## src/rtl/taxi_gt_cfg_pkg.sv

```systemverilog
// rtl/taxi_gt_cfg_pkg.sv - shared types and helpers for the GT APB configuration sequencer
package taxi_gt_cfg_pkg;

    typedef enum logic [1:0] {
        OP_WRITE = 2'd0,
        OP_RMW   = 2'd1,
        OP_POLL  = 2'd2,
        OP_DELAY = 2'd3
    } op_t;

    typedef enum logic [1:0] {
        ERR_OK      = 2'd0,
        ERR_SLV     = 2'd1,
        ERR_APB_TO  = 2'd2,
        ERR_POLL_TO = 2'd3
    } err_t;

    typedef enum logic [2:0] {
        ST_IDLE,
        ST_SETUP,
        ST_ACCESS,
        ST_GAP,
        ST_DELAY,
        ST_RSP
    } state_t;

    // Width of the shared down-counter: must hold a delay count, the APB timeout and the poll gap.
    function automatic int max3(input int a, input int b, input int c);
        int m;
        m = (a > b) ? a : b;
        return (m > c) ? m : c;
    endfunction

endpackage

```

## src/rtl/taxi_gt_apb_cfg_seq.sv

```systemverilog
// rtl/taxi_gt_apb_cfg_seq.sv - command-driven APB master sequencing GT register accesses
module taxi_gt_apb_cfg_seq
    import taxi_gt_cfg_pkg::*;
#(
    parameter int ADDR_W      = 18,
    parameter int DATA_W      = 16,
    parameter int APB_TIMEOUT = 1024,
    parameter int POLL_MAX    = 256,
    parameter int POLL_GAP    = 16
) (
    input  logic                clk,
    input  logic                rst,
    input  logic                s_cmd_valid,
    output logic                s_cmd_ready,
    input  logic [1:0]          s_cmd_op,
    input  logic [ADDR_W-1:0]   s_cmd_addr,
    input  logic [DATA_W-1:0]   s_cmd_data,
    input  logic [DATA_W-1:0]   s_cmd_mask,
    output logic                m_rsp_valid,
    input  logic                m_rsp_ready,
    output logic [DATA_W-1:0]   m_rsp_data,
    output logic [1:0]          m_rsp_err,
    output logic                busy,
    output logic [ADDR_W-1:0]   m_apb_paddr,
    output logic                m_apb_psel,
    output logic                m_apb_penable,
    output logic                m_apb_pwrite,
    output logic [DATA_W-1:0]   m_apb_pwdata,
    output logic [DATA_W/8-1:0] m_apb_pstrb,
    input  logic [DATA_W-1:0]   m_apb_prdata,
    input  logic                m_apb_pready,
    input  logic                m_apb_pslverr
);

    localparam int STRB_W = DATA_W / 8;
    localparam int PCNT_W = $clog2(POLL_MAX + 1);
    localparam int CNT_W  = max3(DATA_W, $clog2(APB_TIMEOUT + 1), $clog2(POLL_GAP + 1));

    state_t              state_q, state_d;
    op_t                 op_q, op_d;
    err_t                rsp_err_q, rsp_err_d;
    logic [CNT_W-1:0]    cnt_q, cnt_d;
    logic [PCNT_W-1:0]   poll_cnt_q, poll_cnt_d;
    logic [DATA_W-1:0]   data_q, data_d;
    logic [DATA_W-1:0]   mask_q, mask_d;
    logic [DATA_W-1:0]   pwdata_q, pwdata_d;
    logic [DATA_W-1:0]   rsp_data_q, rsp_data_d;
    logic [ADDR_W-1:0]   paddr_q, paddr_d;
    logic [STRB_W-1:0]   pstrb_q, pstrb_d;
    logic                pwrite_q, pwrite_d;
    logic                psel_q, psel_d;
    logic                penable_q, penable_d;
    logic                rsp_valid_q, rsp_valid_d;
    logic                cmd_ready_q, cmd_ready_d;
    logic                busy_q, busy_d;

    logic                poll_match;
    logic                poll_last;
    logic [DATA_W-1:0]   rmw_wdata;

    // A zero mask makes every read match, so mask=0 polls finish on the first read.
    assign poll_match = ((m_apb_prdata ^ data_q) & mask_q) == '0;
    assign poll_last  = poll_cnt_q >= PCNT_W'(POLL_MAX - 1);
    assign rmw_wdata  = (m_apb_prdata & ~mask_q) | (data_q & mask_q);

    // Next-state and registered-output computation; PSEL/PENABLE/valid default low each cycle.
    always_comb begin
        state_d     = state_q;
        op_d        = op_q;
        rsp_err_d   = rsp_err_q;
        cnt_d       = cnt_q;
        poll_cnt_d  = poll_cnt_q;
        data_d      = data_q;
        mask_d      = mask_q;
        pwdata_d    = pwdata_q;
        rsp_data_d  = rsp_data_q;
        paddr_d     = paddr_q;
        pwrite_d    = pwrite_q;
        psel_d      = 1'b0;
        penable_d   = 1'b0;
        rsp_valid_d = 1'b0;

        case (state_q)
            ST_IDLE: begin
                if (s_cmd_valid) begin
                    op_d       = op_t'(s_cmd_op);
                    paddr_d    = s_cmd_addr;
                    data_d     = s_cmd_data;
                    mask_d     = s_cmd_mask;
                    poll_cnt_d = '0;
                    rsp_err_d  = ERR_OK;
                    rsp_data_d = '0;
                    if (op_t'(s_cmd_op) == OP_DELAY) begin
                        if (s_cmd_data == '0) begin
                            state_d     = ST_RSP;
                            rsp_valid_d = 1'b1;
                        end else begin
                            state_d = ST_DELAY;
                            cnt_d   = CNT_W'(s_cmd_data);
                        end
                    end else begin
                        state_d  = ST_SETUP;
                        psel_d   = 1'b1;
                        pwrite_d = (op_t'(s_cmd_op) == OP_WRITE);
                        pwdata_d = (op_t'(s_cmd_op) == OP_WRITE) ? s_cmd_data : '0;
                    end
                end
            end
            ST_SETUP: begin
                state_d   = ST_ACCESS;
                psel_d    = 1'b1;
                penable_d = 1'b1;
                cnt_d     = CNT_W'(APB_TIMEOUT);
            end
            ST_ACCESS: begin
                if (m_apb_pready) begin
                    if (m_apb_pslverr) begin
                        state_d     = ST_RSP;
                        rsp_valid_d = 1'b1;
                        rsp_err_d   = ERR_SLV;
                        rsp_data_d  = m_apb_prdata;
                    end else if (pwrite_q) begin
                        // WRITE keeps 0, RMW keeps the original read value captured earlier.
                        state_d     = ST_RSP;
                        rsp_valid_d = 1'b1;
                    end else if (op_q == OP_RMW) begin
                        state_d    = ST_SETUP;
                        psel_d     = 1'b1;
                        pwrite_d   = 1'b1;
                        pwdata_d   = rmw_wdata;
                        rsp_data_d = m_apb_prdata;
                    end else begin
                        rsp_data_d = m_apb_prdata;
                        if (poll_cnt_q != PCNT_W'(POLL_MAX)) begin
                            poll_cnt_d = poll_cnt_q + PCNT_W'(1);
                        end
                        if (poll_match) begin
                            state_d     = ST_RSP;
                            rsp_valid_d = 1'b1;
                        end else if (poll_last) begin
                            state_d     = ST_RSP;
                            rsp_valid_d = 1'b1;
                            rsp_err_d   = ERR_POLL_TO;
                        end else if (POLL_GAP == 0) begin
                            state_d = ST_SETUP;
                            psel_d  = 1'b1;
                        end else begin
                            state_d = ST_GAP;
                            cnt_d   = CNT_W'(POLL_GAP);
                        end
                    end
                end else if (cnt_q <= CNT_W'(1)) begin
                    // Abandon the transfer; any PREADY after this point lands outside ACCESS.
                    state_d     = ST_RSP;
                    rsp_valid_d = 1'b1;
                    rsp_err_d   = ERR_APB_TO;
                    rsp_data_d  = '0;
                end else begin
                    psel_d    = 1'b1;
                    penable_d = 1'b1;
                    cnt_d     = cnt_q - CNT_W'(1);
                end
            end
            ST_GAP: begin
                if (cnt_q <= CNT_W'(1)) begin
                    state_d = ST_SETUP;
                    psel_d  = 1'b1;
                end else begin
                    cnt_d = cnt_q - CNT_W'(1);
                end
            end
            ST_DELAY: begin
                if (cnt_q <= CNT_W'(1)) begin
                    state_d     = ST_RSP;
                    rsp_valid_d = 1'b1;
                end else begin
                    cnt_d = cnt_q - CNT_W'(1);
                end
            end
            ST_RSP: begin
                if (m_rsp_ready) begin
                    state_d = ST_IDLE;
                end else begin
                    rsp_valid_d = 1'b1;
                end
            end
            default: begin
                state_d = ST_IDLE;
            end
        endcase

        cmd_ready_d = (state_d == ST_IDLE);
        busy_d      = (state_d != ST_IDLE);
        pstrb_d     = {STRB_W{pwrite_d}};
    end

    // State and output registers; reset drops the APB handshake immediately.
    always_ff @(posedge clk or posedge rst) begin
        if (rst) begin
            state_q     <= ST_IDLE;
            op_q        <= OP_WRITE;
            rsp_err_q   <= ERR_OK;
            cnt_q       <= '0;
            poll_cnt_q  <= '0;
            data_q      <= '0;
            mask_q      <= '0;
            pwdata_q    <= '0;
            rsp_data_q  <= '0;
            paddr_q     <= '0;
            pstrb_q     <= '0;
            pwrite_q    <= 1'b0;
            psel_q      <= 1'b0;
            penable_q   <= 1'b0;
            rsp_valid_q <= 1'b0;
            cmd_ready_q <= 1'b1;
            busy_q      <= 1'b0;
        end else begin
            state_q     <= state_d;
            op_q        <= op_d;
            rsp_err_q   <= rsp_err_d;
            cnt_q       <= cnt_d;
            poll_cnt_q  <= poll_cnt_d;
            data_q      <= data_d;
            mask_q      <= mask_d;
            pwdata_q    <= pwdata_d;
            rsp_data_q  <= rsp_data_d;
            paddr_q     <= paddr_d;
            pstrb_q     <= pstrb_d;
            pwrite_q    <= pwrite_d;
            psel_q      <= psel_d;
            penable_q   <= penable_d;
            rsp_valid_q <= rsp_valid_d;
            cmd_ready_q <= cmd_ready_d;
            busy_q      <= busy_d;
        end
    end

    assign s_cmd_ready   = cmd_ready_q;
    assign m_rsp_valid   = rsp_valid_q;
    assign m_rsp_data    = rsp_data_q;
    assign m_rsp_err     = rsp_err_q;
    assign busy          = busy_q;
    assign m_apb_paddr   = paddr_q;
    assign m_apb_psel    = psel_q;
    assign m_apb_penable = penable_q;
    assign m_apb_pwrite  = pwrite_q;
    assign m_apb_pwdata  = pwdata_q;
    assign m_apb_pstrb   = pstrb_q;

endmodule
```

## config.mk

```make
export PLATFORM = sky130hd
export DESIGN_NAME = taxi_gt_apb_cfg_seq
export DESIGN_NICKNAME = d
export VERILOG_FILES = /design/src/rtl/taxi_gt_cfg_pkg.sv /design/src/rtl/taxi_gt_apb_cfg_seq.sv
export SDC_FILE = /design/constraint.sdc
export NUM_CORES = 1
export LEC_CHECK = 0
export BUFFER_PORTS_ARGS = -buffer_cell sky130_fd_sc_hd__buf_2
export CAP_MARGIN = 25
export CORE_MARGIN = 2
export CORE_UTILIZATION = 55
export CTS_CLUSTER_DIAMETER = 50
export DETAILED_ROUTE_END_ITERATION = 6
export PLACE_DENSITY = 0.83
export SLEW_MARGIN = 20
export SYNTH_ARGS = -nofsm -noshare
export SYNTH_HDL_FRONTEND = slang
export SYNTH_SLANG_ARGS = --single-unit
```

## constraint.sdc

```tcl
create_clock -name clk -period 4.65 [get_ports clk]
set_clock_uncertainty 0.05 [all_clocks]
set_input_delay 0.93 -clock clk [delete_from_list [all_inputs] [get_ports clk]]
set_output_delay 0.93 -clock clk [all_outputs]
set_load 0.05 [all_outputs]
```

# == After elaboration in Yosys (flattened, before gate mapping) ==
# Cells that the tools add are included.
# totals
reg_bits,121
elab_cells,152
# classes
add_sub_neg,2
magnitude_cmp,2
n_eq_ne,28
mux,82
bitwise,6
n_reduce_logical,15
# op_table
cell,count
16-bit two-way mux,22
16-bit case mux with 2 select lines,2
16-bit case mux with 4 select lines,1
9-bit two-way mux,6
16-bit bitwise AND,3
3-bit two-way mux,11
16-bit zero test,2
1-bit two-way mux,25
7-bit AND reduction,3
"2-bit inequality test, second input constant",10
"3-bit inequality test, second input constant",6
3-bit case mux with 6 select lines,1
9-bit case mux with 2 select lines,1
"16-bit by 1-bit less-or-equal comparator with 1-bit output, second input constant",1
2-bit two-way mux,8
"4-bit inequality test, second input constant",4
16-bit NOT,1
16-bit bitwise OR,1
"16-bit by 1-bit subtractor with 16-bit output, second input constant",1
16-bit bitwise XOR,1
"9-bit by 1-bit adder with 9-bit output, second input constant",1
"9-bit by 8-bit >= comparator with 1-bit output, second input constant",1
"9-bit inequality test, second input constant",1
9-bit AND reduction,1
16 further kinds,21

# == Longest topological paths before layout ==
# logic_depth
depth_word,10
mapped_depth,11
depth_no_buf,10

# == Worst setup path after synthesis ==
# No wires, ideal clock.
# synth_timing
path_type,input to register
from,input port s_cmd_valid
to,register cnt_q[5]
setup_time_ps,149
t_arrival_ps,2368
setup_slack_ps,2082
cell_stages,7
n_path_buf,1
cell_sequence,nor4b_4 nand3_1 nor2_1 nor2_1 a21oi_2 buf_2 o221ai_1
# synth_between
elab_chain_len,2
# synth_lines
element,line,source
from (decl),taxi_gt_apb_cfg_seq.sv:13,"input logic s_cmd_valid,"
2-bit inequality test (no source line),-,
9-bit AND reduction (no source line),-,
to (signal assigned),taxi_gt_apb_cfg_seq.sv:221,cnt_q <= cnt_d;
to (decl),taxi_gt_apb_cfg_seq.sv:42,"logic [CNT_W-1:0] cnt_q, cnt_d;"
# Every way passes these cells.
# A chain may end at the register's enable or synchronous reset.

# == Final worst setup path ==
# layout_timing
from,register state_q[1]
to,register cnt_q[5]
# layout_between
elab_chain_len,4
elab_cells_between_ends,17
# layout_lines
element,line,source
from (decl),taxi_gt_apb_cfg_seq.sv:39,"state_t state_q, state_d;"
from (signal assigned),taxi_gt_apb_cfg_seq.sv:218,state_q <= state_d;
3-bit equality test / 3-bit by 2-bit equality test with 1-bit output (equally long branches),taxi_gt_apb_cfg_seq.sv:83,case (state_q)
2-bit OR reduction (no source line),-,
4-bit nonzero test (no source line),-,
9-bit AND reduction (no source line),-,
# Several ways; a longest one is shown, not always the timed one.

==> flow_metrics.py <==
metrics = {
    "setup_path": {
        "crit_chain": "nor4b_4 > nand3_1 > nor2_1 > nor2_1 > a21oi_2 > o221ai_1",
        "cpMostUsedCell": "nor2_1",
        "startpoint": "state_q[1]",
        "arrival_ns": 3.23,
        "reg2regPathDepth": 6,
        "cp.depth": 6,
        "worst-r2r-setup-slack_ns": 1.73,
        "slowest_stage": "a21oi_2",
        "path_delay_family": "simple AND/OR/NAND/NOR gates",
        "r2r_start": "state_q[1]",
        "required_ns": 4.96,
        "path_buf_inv": 0,
        "cp_slowest_stage_delay_ns": 0.67,
        "critical_path_class": "flip-flop to flip-flop",
        "start_kind": "flip-flop",
        "end_kind": "flip-flop",
        "timing.rr.end": "cnt_q[5]",
        "path_max_fanout": 16,
        "worstSetupEndpoint": "cnt_q[5]",
    },
    "logic_synthesis": {
        "synth-seq-area-share_pct": 49.7,
        "synth_fa_ha_area_share_pct": 1.03,
        "yosys.area.top_type_share_pct": 49.2,
        "synth.cell_area_sq_um": 6050,
        "synthSimpleGateAreaFrac_pct": 23.8,
        "yosys_warnings": 0,
        "syn_inst": 696,
        "synth_compound_area_share_pct": 15.4,
        "synth_top_family_by_area": "simple AND/OR/NAND/NOR gates",
        "synth_cell_types": 54,
        "syn-num-nets": 775,
        "synth.area.top_cells": "dfrtp_1 (49%), nand2_1 (13%), a21oi_1 (3.6%)",
        "synthArstFlopShare_pct": 100,
        "synth_flop_cell": "dfrtp_1",
        "synth_mux_area_share_pct": 3.31,
        "yosys.area.top_type": "dfrtp_1",
        "synth_xor_area_share_pct": 3.04,
        "ys_seq_elements": 120,
        "synth_edf_count": 0,
        "syn_avg_cell_area_sq_um": 8.69,
    },
    "finish": {
        "nFillCells": 865,
        "register_area_sq_um": 3000,
        "area_growth_pct": 21.3,
        "multi_input_area_sq_um": 2820,
        "fin_util_pct": 68.0,
        "layout-drive-gt1-share_pct": 22.1,
        "fin_nets": 899,
        "final_area_sq_um": 7340,
        "finalNonFillerCells": 973,
    },
    "die": {
        "rows": 38,
        "core_sq_um": 10800,
        "start_util_pct": 56.0,
        "die_area_sq_um": 11800,
        "die_y_um": 109,
        "pin_count": 134,
        "die_w_um": 109,
    },
    "detailed_routing": {
        "firstDrtPassIters": 6,
        "wl_um": 17500,
        "vias": 5755,
        "drt_iter0_markers": 557,
        "routedWlPerCell_um": 18.0,
        "drc": 0,
        "ant_nets": 0,
        "via_per_inst": 5.91,
    },
    "global_route": {
        "antenna_found_initial": 1,
        "grt_pass1_wl_um": 28300,
        "grt_usage_pct": 31.6,
        "overflow": 0,
        "grt_pass1_vias": 5609,
        "grt_max_degree": 60,
    },
    "hold_path": {
        "worstHoldPathCells": 2,
        "hp-class": "flip-flop to flip-flop",
    },
    "timing": {
        "min_period_ns": 2.92,
        "whs_ns": 0.417,
        "fin_setup_tns_ns": 0,
        "timing_hold_violations_final": 0,
        "tightest_slew_ns": 0.989,
        "fin_crit_sh_pct": 62.8,
        "final_max_slew_viol_count": 0,
        "fmax_mhz": 343,
        "setup_viol": 0,
        "maxSlewHeadroom_pct": 33.5,
        "rsz0062_at_grt": "false",
    },
    "cts": {
        "htreeDepth": 4,
        "numCtsBuffers": 17,
        "clock_latency_ns": 0.53,
        "clkSlewWorstSetupHoldPaths_ns": 0.06,
        "cts-resized-gates": 0,
        "cts_tree": "done",
        "cts-root-buf": "clkbuf_8",
        "hold_buffers": 0,
        "cts.sinks": 120,
        "cts_setup_buffers": 0,
        "cts_buffer_depth": 2,
    },
    "place": {
        "dpl.hpwl_um": 12300,
        "gp_congestion": 0.945,
        "numPlacedInstances": 941,
        "port_buffers": 133,
        "placed_cell_area_sq_um": 6800,
    },
    "run_status": {
        "status": "finished clean",
    },
    "power_and_ir_drop": {
        "peakVddDrop_uv": 374,
        "seqPwrFrac_pct": 32.2,
        "powerDensity_nw_per_um2": 797,
        "p_sw_uw": 2850,
        "power.share.clock_pct": 20.3,
        "swShare_pct": 48.7,
        "power.internal_uw": 3000,
        "power.leakage_uw": 0.00360,
        "p_comb_share_pct": 47.5,
    },
    "job": {
        "maxCapViolCount": 0,
    },
}
==> worst min path at each step <==
stage | start | slack [ns] | endpoint
final | m_apb_paddr[3] | 0.42 | m_apb_paddr[3]
after global routing | m_rsp_data[3] | 0.45 | m_rsp_data[3]
after CTS | m_apb_paddr[3] | 0.42 | m_apb_paddr[3]
after detailed placement | m_apb_paddr[3] | 0.41 | m_apb_paddr[3]
after global placement | m_apb_paddr[13] | 0.41 | m_apb_paddr[13]
after floorplan | op_q[1] | 0.41 | op_q[1]
==> final cells by class <==
class | instances | area share, %
sequential | 120 | 41.0
multi-input combinational | 521 | 38.5
timing repair buffer | 140 | 9.79
clock buffer | 19 | 5.88
tap | 140 | 2.39
clock inverter | 12 | 1.43
inverter | 20 | 1.06
antenna | 1 | 0.0341
==> logic make-up after synthesis <==
group,count (synthesis)
simple gates,333
flops,120
xor+xnor,21
buf+inv,55
fa+ha+maj,5
mux,19
compound gates,143
==> Yosys cell counts, types with 3 or more instances <==
cell type / number
a211oi_1: 3
a21oi_1: 44
a221oi_1: 3
a22oi_1: 10
a32oi_1: 7
buf_2: 5
clkbuf_1: 27
dfrtp_1: 119
ha_1: 5
inv_1: 20
mux2i_1: 17
nand2_1: 208
nand2b_1: 7
nand3_1: 8
nand4_1: 4
nor2_1: 56
nor2b_1: 9
nor3_1: 14
nor4_1: 10
o211ai_1: 8
o21ai_0: 32
o221ai_1: 12
o311ai_0: 3
o31ai_1: 4
or3_1: 6
xor2_1: 19
==> power groups by stage <==
stage / clock, uW / sequential [uW] / combinational [uW]
2_1_floorplan: 0 / 2510 / 1410
3_3_place_gp: 0 / 1850 / 2670
3_5_place_dp: 0 / 1870 / 2740
4_1_cts: 1200 / 1870 / 2760
5_1_grt: 1250 / 1930 / 3010
6_report: 1190 / 1880 / 2780
==> metrics by stage <==
stage          power, uW  setup slack (ns)
6_report            5840              1.73
4_1_cts             5830              1.53
5_1_grt             6190              1.51
3_3_place_gp        4520              1.47
2_1_floorplan       3920             0.486
3_5_place_dp        4610              1.41
==> metal layers <==
layer / wire (um) / share of wire, % / up-vias / track usage, %
met5: 0 / 0 / - / 0
met4: 514 / 2.9 / 0 / 15.8
met3: 1560 / 8.9 / 45 / 8.25
met2: 8250 / 47 / 304 / 48.4
met1: 7190 / 41 / 2768 / 41.8
li1: - / - / 2638 / -
==> sequential cells by signal (all words and copies together), names as in the netlist <==
signal         count
m_rsp_data        16
m_rsp_err          2
m_rsp_valid        1
state_q            3
cnt_q             16
poll_cnt_q         9
op_q               2
data_q            16
m_apb_pwrite       1
s_cmd_ready        1
mask_q            16
busy               1
m_apb_pwdata      16
m_apb_paddr       18
m_apb_penable      1
m_apb_psel         1
==> placed cells by master (no fill, tap or decap), types with 2 or more instances in the layout <==
master	n
nand2_1	208
buf_2	133
dfrtp_1	119
nor2_1	56
a21oi_1	44
o21ai_0	31
inv_1	19
xor2_1	19
mux2i_1	17
clkbuf_16	16
nor3_1	13
o221ai_1	12
nor4_1	10
a22oi_1	10
nor2b_1	9
nand3_1	8
o211ai_1	8
nand2b_1	7
a32oi_1	7
buf_4	7
or3_1	6
ha_1	5
clkinvlp_4	5
nand4_1	4
o31ai_1	4
clkinv_2	4
a211oi_1	3
a221oi_1	3
o311ai_0	3
or2_2	2
o21bai_1	2
xnor2_1	2
o21a_1	2
a31oi_1	2
and3_1	2
mux2_4	2
clkbuf_8	2
clkinv_4	2
==> worst min-delay path: stages, from the launching register on <==
cell,delay (ns)
dfrtp_1,0.33
nand2_1,0.05
nand2_1,0.05
No activity file was read; power rests on OpenSTA's default activity.
